## config.mk

```make
export PLATFORM = sky130hd
export DESIGN_NAME = mips_cpu_hilo_unit
export DESIGN_NICKNAME = d
export VERILOG_FILES = /design/src/rtl/mips_cpu_hilo_pkg.sv /design/src/rtl/mips_cpu_hilo_unit_divider.sv /design/src/rtl/mips_cpu_hilo_unit.sv
export SDC_FILE = /design/constraint.sdc
export NUM_CORES = 1
export LEC_CHECK = 0
export BUFFER_PORTS_ARGS = -buffer_cell sky130_fd_sc_hd__buf_2
export CORE_ASPECT_RATIO = 1.5
export CORE_MARGIN = 4
export CORE_UTILIZATION = 29
export DETAILED_ROUTE_END_ITERATION = 10
export PLACE_DENSITY = 0.67
export SYNTH_ARGS = -nofsm -noshare
export SYNTH_HDL_FRONTEND = slang
export SYNTH_HIERARCHICAL = 1
export SYNTH_SLANG_ARGS = --single-unit
export TNS_END_PERCENT = 50
```

## constraint.sdc

```tcl
create_clock -name clk -period 3.4 [get_ports clk]
set_input_delay 0.51 -clock clk [delete_from_list [all_inputs] [get_ports clk]]
set_output_delay 0.51 -clock clk [all_outputs]
set_load 0.02 [all_outputs]
```

## src/rtl/mips_cpu_hilo_pkg.sv

```systemverilog
// Shared types and constants for the MIPS32 HI/LO unit.
// Build option: MIPS_CPU_HILO_DIV_EN adds the sequential divider and its states.
package mips_cpu_hilo_pkg;

    // Operation codes offered by the execute stage; 7 decodes as NOP.
    typedef enum logic [2:0] {
        OP_NOP   = 3'd0,
        OP_MULT  = 3'd1,
        OP_MULTU = 3'd2,
        OP_DIV   = 3'd3,
        OP_DIVU  = 3'd4,
        OP_MTHI  = 3'd5,
        OP_MTLO  = 3'd6
    } hilo_op_t;

`ifdef MIPS_CPU_HILO_DIV_EN
    typedef enum logic [1:0] {
        ST_IDLE     = 2'd0,
        ST_MUL_WAIT = 2'd1,
        ST_DIV_RUN  = 2'd2,
        ST_DIV_FIX  = 2'd3
    } hilo_state_t;
`else
    // Without the divider only the multiply wait state is needed.
    typedef enum logic [0:0] {
        ST_IDLE     = 1'b0,
        ST_MUL_WAIT = 1'b1
    } hilo_state_t;
`endif

    // Restoring divider iterations, one quotient bit per cycle.
    localparam int DIV_STEPS = 32;

endpackage

```

## src/rtl/mips_cpu_hilo_unit_divider.sv

```systemverilog
// Iterative restoring divider for the HI/LO unit (used only when
// MIPS_CPU_HILO_DIV_EN is defined). Operands are converted to magnitudes on
// start; the sign fix and the divide-by-zero result are applied on the
// outputs, so the values are stable once the last step has run.
module mips_cpu_divider
    import mips_cpu_hilo_pkg::*;
#(
    parameter int WIDTH = 32
) (
    input  logic             clk,
    input  logic             reset,
    input  logic             start,
    input  logic             run,
    input  logic             is_signed,
    input  logic [WIDTH-1:0] dividend,
    input  logic [WIDTH-1:0] divisor,
    output logic             last_step,
    output logic [WIDTH-1:0] quotient,
    output logic [WIDTH-1:0] remainder
);

    localparam int CW = $clog2(DIV_STEPS);

    logic [CW-1:0]    count;
    logic [WIDTH-1:0] rem_q;
    logic [WIDTH-1:0] quo_q;
    logic [WIDTH-1:0] dvs_q;
    logic [WIDTH-1:0] raw_dvd_q;
    logic             neg_quo_q;
    logic             neg_rem_q;
    logic             div_zero_q;

    logic             dvd_neg;
    logic             dvs_neg;
    logic [WIDTH-1:0] abs_dvd;
    logic [WIDTH-1:0] abs_dvs;
    logic [WIDTH:0]   rem_sh;
    logic [WIDTH:0]   diff;

    // Operand magnitudes and the trial subtraction for the current step.
    always_comb begin
        dvd_neg = is_signed & dividend[WIDTH-1];
        dvs_neg = is_signed & divisor[WIDTH-1];
        abs_dvd = dvd_neg ? (~dividend + 1'b1) : dividend;
        abs_dvs = dvs_neg ? (~divisor + 1'b1) : divisor;
        rem_sh  = {rem_q, quo_q[WIDTH-1]};
        diff    = rem_sh - {1'b0, dvs_q};
    end

    // Load on start, then one restoring step per cycle while run is high.
    always_ff @(posedge clk) begin
        if (reset) begin
            count      <= '0;
            rem_q      <= '0;
            quo_q      <= '0;
            dvs_q      <= '0;
            raw_dvd_q  <= '0;
            neg_quo_q  <= 1'b0;
            neg_rem_q  <= 1'b0;
            div_zero_q <= 1'b0;
        end else if (start) begin
            count      <= '0;
            rem_q      <= '0;
            quo_q      <= abs_dvd;
            dvs_q      <= abs_dvs;
            raw_dvd_q  <= dividend;
            neg_quo_q  <= dvd_neg ^ dvs_neg;
            neg_rem_q  <= dvd_neg;
            div_zero_q <= (divisor == '0);
        end else if (run) begin
            count <= count + 1'b1;
            if (!diff[WIDTH]) begin
                rem_q <= diff[WIDTH-1:0];
                quo_q <= {quo_q[WIDTH-2:0], 1'b1};
            end else begin
                rem_q <= rem_sh[WIDTH-1:0];
                quo_q <= {quo_q[WIDTH-2:0], 1'b0};
            end
        end
    end

    // Final results: divide-by-zero bypasses the sign fix entirely.
    always_comb begin
        last_step = run && (count == CW'(DIV_STEPS - 1));
        if (div_zero_q) begin
            quotient  = '1;
            remainder = raw_dvd_q;
        end else begin
            quotient  = neg_quo_q ? (~quo_q + 1'b1) : quo_q;
            remainder = neg_rem_q ? (~rem_q + 1'b1) : rem_q;
        end
    end

endmodule

```

## src/rtl/mips_cpu_hilo_unit.sv

```systemverilog
// HI/LO register unit: MTHI/MTLO writes, external registered multiplier
// hand-off, and (with MIPS_CPU_HILO_DIV_EN defined) a 32-step sequential
// divider. Without the macro DIV/DIVU are accepted as NOPs.
// Handshake: an op is taken on a rising edge when op_valid=1 and busy=0;
// while busy=1 op_valid is ignored and HI/LO hold their values.
module mips_cpu_hilo_unit
    import mips_cpu_hilo_pkg::*;
#(
    parameter int WIDTH = 32
) (
    input  logic               clk,
    input  logic               reset,
    input  logic               op_valid,
    input  logic [2:0]         op,
    input  logic [WIDTH-1:0]   rs_val,
    input  logic [WIDTH-1:0]   rt_val,
    output logic               busy,
    output logic [WIDTH-1:0]   hi,
    output logic [WIDTH-1:0]   lo,
    output logic [WIDTH-1:0]   mul_a,
    output logic [WIDTH-1:0]   mul_b,
    output logic               mul_sign,
    input  logic [2*WIDTH-1:0] mul_out
);

    hilo_state_t      state;
    hilo_state_t      state_nxt;
    logic             accept;
    logic             is_mul;
    logic             hi_we;
    logic             lo_we;
    logic [WIDTH-1:0] hi_d;
    logic [WIDTH-1:0] lo_d;

    assign accept   = op_valid && (state == ST_IDLE);
    assign is_mul   = (op == OP_MULT) || (op == OP_MULTU);
    assign mul_a    = rs_val;
    assign mul_b    = rt_val;
    assign mul_sign = (op == OP_MULT);
    assign busy     = (state != ST_IDLE);

`ifdef MIPS_CPU_HILO_DIV_EN
    logic             is_div;
    logic             div_last;
    logic [WIDTH-1:0] div_quo;
    logic [WIDTH-1:0] div_rem;

    assign is_div = (op == OP_DIV) || (op == OP_DIVU);

    mips_cpu_divider #(.WIDTH(WIDTH)) u_divider (
        .clk       (clk),
        .reset     (reset),
        .start     (accept && is_div),
        .run       (state == ST_DIV_RUN),
        .is_signed (op == OP_DIV),
        .dividend  (rs_val),
        .divisor   (rt_val),
        .last_step (div_last),
        .quotient  (div_quo),
        .remainder (div_rem)
    );
`endif

    // State register; reset abandons any in-flight operation.
    always_ff @(posedge clk) begin
        if (reset) begin
            state <= ST_IDLE;
        end else begin
            state <= state_nxt;
        end
    end

    // Next-state logic.
    always_comb begin
        state_nxt = state;
        case (state)
            ST_IDLE: begin
                if (accept && is_mul) begin
                    state_nxt = ST_MUL_WAIT;
                end
`ifdef MIPS_CPU_HILO_DIV_EN
                else if (accept && is_div) begin
                    state_nxt = ST_DIV_RUN;
                end
`endif
            end
            ST_MUL_WAIT: state_nxt = ST_IDLE;
`ifdef MIPS_CPU_HILO_DIV_EN
            ST_DIV_RUN: begin
                if (div_last) begin
                    state_nxt = ST_DIV_FIX;
                end
            end
            ST_DIV_FIX: state_nxt = ST_IDLE;
`endif
            default: state_nxt = ST_IDLE;
        endcase
    end

    // HI/LO write enables and data selected by state.
    always_comb begin
        hi_we = 1'b0;
        lo_we = 1'b0;
        hi_d  = hi;
        lo_d  = lo;
        case (state)
            ST_IDLE: begin
                if (accept && (op == OP_MTHI)) begin
                    hi_we = 1'b1;
                    hi_d  = rs_val;
                end
                if (accept && (op == OP_MTLO)) begin
                    lo_we = 1'b1;
                    lo_d  = rs_val;
                end
            end
            ST_MUL_WAIT: begin
                hi_we = 1'b1;
                lo_we = 1'b1;
                hi_d  = mul_out[2*WIDTH-1:WIDTH];
                lo_d  = mul_out[WIDTH-1:0];
            end
`ifdef MIPS_CPU_HILO_DIV_EN
            ST_DIV_FIX: begin
                hi_we = 1'b1;
                lo_we = 1'b1;
                hi_d  = div_rem;
                lo_d  = div_quo;
            end
`endif
            default: begin
                hi_we = 1'b0;
                lo_we = 1'b0;
            end
        endcase
    end

    // Architectural HI/LO registers.
    always_ff @(posedge clk) begin
        if (reset) begin
            hi <= '0;
            lo <= '0;
        end else begin
            if (hi_we) hi <= hi_d;
            if (lo_we) lo <= lo_d;
        end
    end

endmodule

```

* Word-level counts from Yosys, hierarchy flattened
Cells that the tools add are included.
** Word-level totals
- Flip-flop bits (word level) :: 65
- Output and inout port bits :: 130
- Logic and storage cells :: 27
** Cells by class
- Eq/ne operators :: 6
- Mux-type cells :: 10
- Bitwise operators :: 1
- Reductions and logical operators :: 7
** Operators by type and width (number)
- $pmux 32 s2 :: 2
- $mux 32 :: 2
- $eq 3x3->1 const B :: 2
- $pmux 1 s2 :: 3
- $logic_and 1x1->1 :: 4
- $ne 2x1->1 const B :: 2
- $reduce_and 2->1 :: 2
- $eq 3x1->1 const B :: 1
- $eq 3x2->1 const B :: 1
- $mux 1 :: 3
- $logic_or 1x1->1 :: 1
- $not 1->1 :: 1

* Longest topological paths before layout
Gate-level depths: netlist of run 1.
- Depth in word-level cells :: 6
- Gate-level depth with buffers :: 5
- Mapped depth without buffers :: 3

* Worst setup path before layout of run 1
OpenSTA, ideal clock, no wires.
- Path type :: input to output
- From :: input op[2]
- To :: output mul_sign
- Data arrival time :: 1.037 ns
- Slack :: 1.853 ns
- Stages on the path :: 1
- Cell sequence :: nor3b_1
** On the way
- Cells in the longest elaborated chain, start to end :: 1
** Ends and longest elaborated chain
- start: declaration :: line mips_cpu_hilo_unit.sv:14 : input logic [2:0] op,
- $eq 3x1->1 :: line mips_cpu_hilo_unit.sv:39 : assign mul_sign = (op == OP_MULT);
- end: declaration :: line mips_cpu_hilo_unit.sv:22 : output logic mul_sign,
Every way passes these cells.

* Worst setup path in the final report of run 1
- From :: register state (netlist: busy)
- To :: output busy
** RTL lines
- start: declaration :: line mips_cpu_hilo_unit.sv:26 : hilo_state_t state;
- start signal: assignment :: line mips_cpu_hilo_unit.sv:69 : state <= state_nxt;
- end: declaration :: line mips_cpu_hilo_unit.sv:17 : output logic busy,
No word-level cell between the ends.

==> metrics.txt, run 1 <==
status=complete, no violations; fin. max-slew vios=0; FP Rows=52; CP endpoint kind=output port; Vias=3416; design area=0.00483 mm^2; Sink Count=65; Worst Path Required=2890 ps; Avg Inst Size Synth=9.17 um^2; Tot GR Track Use=14.5%; clk buf depth=2; largest net degree at the start of global routing=131; Ant. Diodes=0; GRT Residual Overflow=0; Hold-fix buffers, CTS=0; worst relative slew slack=37.8%; share of cells above drive strength 1=52.2%; initial core utilization=29.5%; first-pass GRT wire length=18.0 mm; Cell Area, Synth=0.00397 mm^2; Final Power=2210 uW; number of global-route vias before repair=3301; Layout area overhead=21.8%; PwrDens=456 mW/mm^2; Final HPWL DP=8.19 mm; Die H=151 um; initial drt markers=157; library cells used by synthesis=17; critical path fanouts, max=130; Pleak=0.00211 uW; sequential-to-total area share from yosys stat=32.8%; critical path type=register to output port; syn nets=567; Placer Congestion=0.751; Synth top area share=32.8%; PortBufs=199; WP data arrival=1530 ps; Max IR drop VDD=0.000187 V; CTS H-tree lvls=3; DIE AREA=0.0157 mm^2; Clock Skews=5.26 ps; DRT antenna net count=0; storage element area=0.00131 mm^2; Die X=104 um; # IOs=264; nets@finish=680; crit start category=register; area leader, netlist=dfxtp_1; Setup Buffers After CTS=0; Post-Route WL=11.5 mm; Worst-Margin Slew=932 ps; most area-consuming cells after synthesis=dfxtp_1 (33%), buf_4 (13%), mux2_2 (9.6%), a211oi_2 (9.5%), mux2_1 (8.5%); Yosys Warn Count=6; max-cap violations=0; synthesis-stage register bit count=65; Max Clk Rate=490 MHz; core area=0.0135 mm^2; CTS Buf Count=9; initial antenna violation count=0; post-CTS sizing=0; Tcrit/Tclk final=60.1%; setup violators final=0; Finished Layout Cells=712; Post-Syn Instances=433; Placed Cells=697; Worst-Skew Late Latency=320 ps; multi-input logic area=0.00196 mm^2; RSZ-0062 raised after global routing=false; Sum Neg Setup Slack=0 ps; clock slew at reported path FFs=50 ps; DR vias/cell=4.80; fin crit period=2040 ps; Pre-antenna DRT Iters=4; class of the worst hold path=input pin to register; fillcell total=1427; final hold vios=0; DR WL/cell=16.1 um; TritonCTS clock tree=built; Area after DPL=0.00454 mm^2; DRC=0; Clock Tree Root=clkbuf_16
==> through the flow <==
stage               util [%]  hold slack, ps  setup WS [ps]
floorplan                  -             587           1850
global placement        33.7             505           1500
finish                  35.9             475           1360
detailed placement      33.7             506           1490
CTS                     35.9             460           1420
global route            35.9             472           1370
==> sequential cells by signal, indices dropped and copies added, names as in the netlist <==
| register | count |
|---|---|
| busy | 1 |
| hi | 32 |
| lo | 32 |
==> worst paths after layout <==
check | end | depth (start not counted) | startpoint | slack (ps)
min reg2reg | hi[18] | 2 | hi[18] | 520
max | busy | 2 | busy | 1360
min | busy | 3 | op_valid | 480
max reg2reg | hi[21] | 4 | busy | 1690
==> per-layer routing <==
layer	vias to the layer above	GRT usage [%]	wire length, um
met5	-	0	0
met4	0	7.98	487
met3	38	4.18	892
met2	141	25.3	5750
met1	1542	15.9	4350
li1	1695	-	-
==> synthesized netlist by cell type, drive strengths merged <==
master  instances
a211oi         64
a21oi          64
buf            96
clkbuf          9
dfxtp          65
inv             1
mux2           64
nand2b          1
nand4b          2
nor2           64
nor3b           1
nor4            1
xnor2           1
==> kinds of logic after synthesis <==
logic type / Yosys count / synth area share [%]
AOI/OAI and AO/OA: 128 / 24.0
xor gates and xnor gates: 1 / 0.221
buffers and inverters: 106 / 17.9
DFF: 65 / 32.8
muxes: 64 / 18.2
and+or+nand+nor: 69 / 7.00
==> cells in the final DEF (no fill, tap or decap), drive strengths merged <==
master,Yosys,routed
buf,96,207
dfxtp,65,65
nor2,64,64
a21oi,64,64
mux2,64,64
a211oi,64,64
clkbuf,9,12
nand4b,2,2
clkinv,0,2
nor3b,1,1
inv,1,1
nand2b,1,1
xnor2,1,1
nor4,1,1
bufinv,0,1
==> where the power goes <==
part	internal [uW]	leakage, uW	switching [uW]	total [uW]
Sequential	813	0.000533	23.8	837
Combinational	187	0.00143	257	444
Clock	601	0.000148	323	924
Total	1600	0.00211	604	2210
==> cell type report <==
type	instances	share of cell area, %
Timing Repair Buffer	207	22.1
Multi-Input combinational cell	262	40.5
Clock inverter	3	0.828
Clock buffer	12	5.31
Sequential cell	65	27.0
Inverter	1	0.0776
Tap cell	162	4.19
==> critical path, cell delays in order, from the launching register on <==
cell	delay, ps
dfxtp_4	360
buf_12	390
buf_2	290
No activity file was read; power rests on OpenSTA's default activity.
==> run 2: changes to the inputs <==
- PLACE_DENSITY: 0.67 -> 0.69
- clock period: 3.4 -> 1.75 ns (I/O delays scaled with it)
==> metrics.txt, run 2 (synthesis gave the netlist of run 1 again) <==
Min-Delay Endpoint=busy; hold path depth=2 (-1); first-pass GRT wire length=18.0 mm (-0.42%); fin. max-slew vios=0 (unchanged); largest net degree at the start of global routing=60 (-54%); CP endpoint kind=output port; grt peak-use layer=met2; Tot GR Track Use=14.6% (+0.092 points); Place WS=338 ps (-1150 ps); final hold vios=0 (unchanged); DR vias/cell=4.84 (+0.85%); grt met1 use=15.8% (-0.16 points); Setup Buffers After CTS=0 (unchanged); CTS Buf Count=9 (unchanged); CTS H-tree lvls=3 (unchanged); share of cells above drive strength 1=52.7% (+0.52 points); Tcrit/Tclk final=86.8%; Finished Layout Cells=718 (+0.84%); setup violators final=0 (unchanged); R2R depth=4 (unchanged); CP startpoint=busy; TritonCTS clock tree=built; multi-input logic area=0.00196 mm^2 (unchanged); critical path fanouts, max=59 (-55%); post-route worst setup slack=230 ps (-1130 ps); Pre-antenna DRT Iters=4 (unchanged); clock slew at reported path FFs=50 ps (about the same); # IOs=264 (unchanged); met2 GRT Util=26.4% (+1.1 points); fin crit period=1520 ps; core area=0.0135 mm^2 (unchanged); Die X=104 um (unchanged); Sum Neg Setup Slack=0 ps (unchanged); Sink Count=65 (unchanged); met3 usage=4.35% (+0.17 points); RSZ-0062 raised after global routing=false; DR WL/cell=16.5 um (+2.6%); Crit path largest cell delay=400 ps (about the same); Placed Cells=702 (+0.72%); Ant. Diodes=0 (unchanged); PortBufs=199 (unchanged); smallest hold slack=198 ps (-277 ps); Pleak=0.00217 uW (+2.5%); WP data arrival=1260 ps (-270 ps); PwrDens=894 mW/mm^2 (+96%); Hold-fix buffers, CTS=0 (unchanged); post-CTS sizing=0 (unchanged); Layout area overhead=25.1%; Die H=151 um (unchanged); Clock Skews=4.87 ps (-0.389 ps); commonest cells after routing, fill and taps aside=buf_2 (199), nor2_1 (64), a21oi_1 (64), dfxtp_1 (64); storage element area=0.00131 mm^2 (unchanged); DRT antenna net count=0 (unchanged); GRT Residual Overflow=0 (unchanged); crit-path cells=buf_12 > buf_2; worst relative slew slack=64.3% (+26 points); crit start category=register; class of the worst hold path=input pin to register; initial core utilization=29.5% (unchanged); R2R Setup Slk=340 ps (-1350 ps); Worst-Margin Slew=536 ps (-396 ps); Critical R2R Capture=lo[9]; Worst Path Required=1490 ps (-1400 ps); Vias=3474 (+1.7%); DIE AREA=0.0157 mm^2 (unchanged); Max IR drop VDD=0.000524 V (+180%); clk buf depth=2 (unchanged); Placer Congestion=0.779 (+3.8%); max-cap violations=0 (unchanged); most common cell after layout, fill and taps aside=buf_2; nets@finish=685 (+0.74%); hold_sp=reset; Worst-Skew Late Latency=320 ps (about the same); Final HPWL DP=9.05 mm (+10%); fillcell total=1432 (+0.35%); initial antenna violation count=0 (unchanged); status=complete, no violations; critical path type=register to output port; Max Clk Rate=658 MHz; DRC=0 (unchanged); Clock Tree Root=clkbuf_16; number of global-route vias before repair=3338 (+1.1%); FP Rows=52 (unchanged); Reg-to-Reg Start=busy; Post-Route WL=11.9 mm (+3.5%); Critical-path top delay cell=dfxtp_4; initial drt markers=105 (-33%)
[run 2: stage by stage]
stage          power [uW]  utilization, %  instance area [um^2]
6_report             4440            36.9                  4960
5_1_grt              4670            36.9                  4960
4_1_cts              4520            36.9                  4960
3_5_place_dp         2550            34.4                  4640
3_3_place_gp         2540            34.4                  4640
2_1_floorplan        2360               -                  3970
[run 2: report_power, final]
group	internal, uW	total, uW	leakage [uW]	switching [uW]
clock network	1270	1930	0.000153	663
registers	1580	1630	0.000533	50.6
logic	376	880	0.00148	504
total	3220	4440	0.00217	1220
[run 2: metal layers]
layer  vias to the layer above  wire [um]
met3                        41        805
met4                         0        361
li1                       1712          -
met1                      1580       4600
met2                       141       6120
met5                         -          0
[run 2: worst max path at each step]
stage,cells after the start,endpoint,slack (ps)
floorplan,5,lo[11],270
global placement,4,hi[11],360
detailed placement,4,hi[11],340
CTS,2,busy,210
global route,2,busy,170
finish,2,busy,230
[run 2: cell type report]
class / count / area share [%]
well taps: 162 / 4.08
repair buffers: 212 / 23.5
clock inverters: 3 / 0.907
multi-input cells: 262 / 39.4
clock buffers: 13 / 5.67
inverters: 1 / 0.0756
flip-flops and latches: 65 / 26.3
[run 2: worst max-delay path, delay by kind of cell, from the launching register on]
kind,cells,cell delay (ps)
buf+inv,2,500
flops,1,400
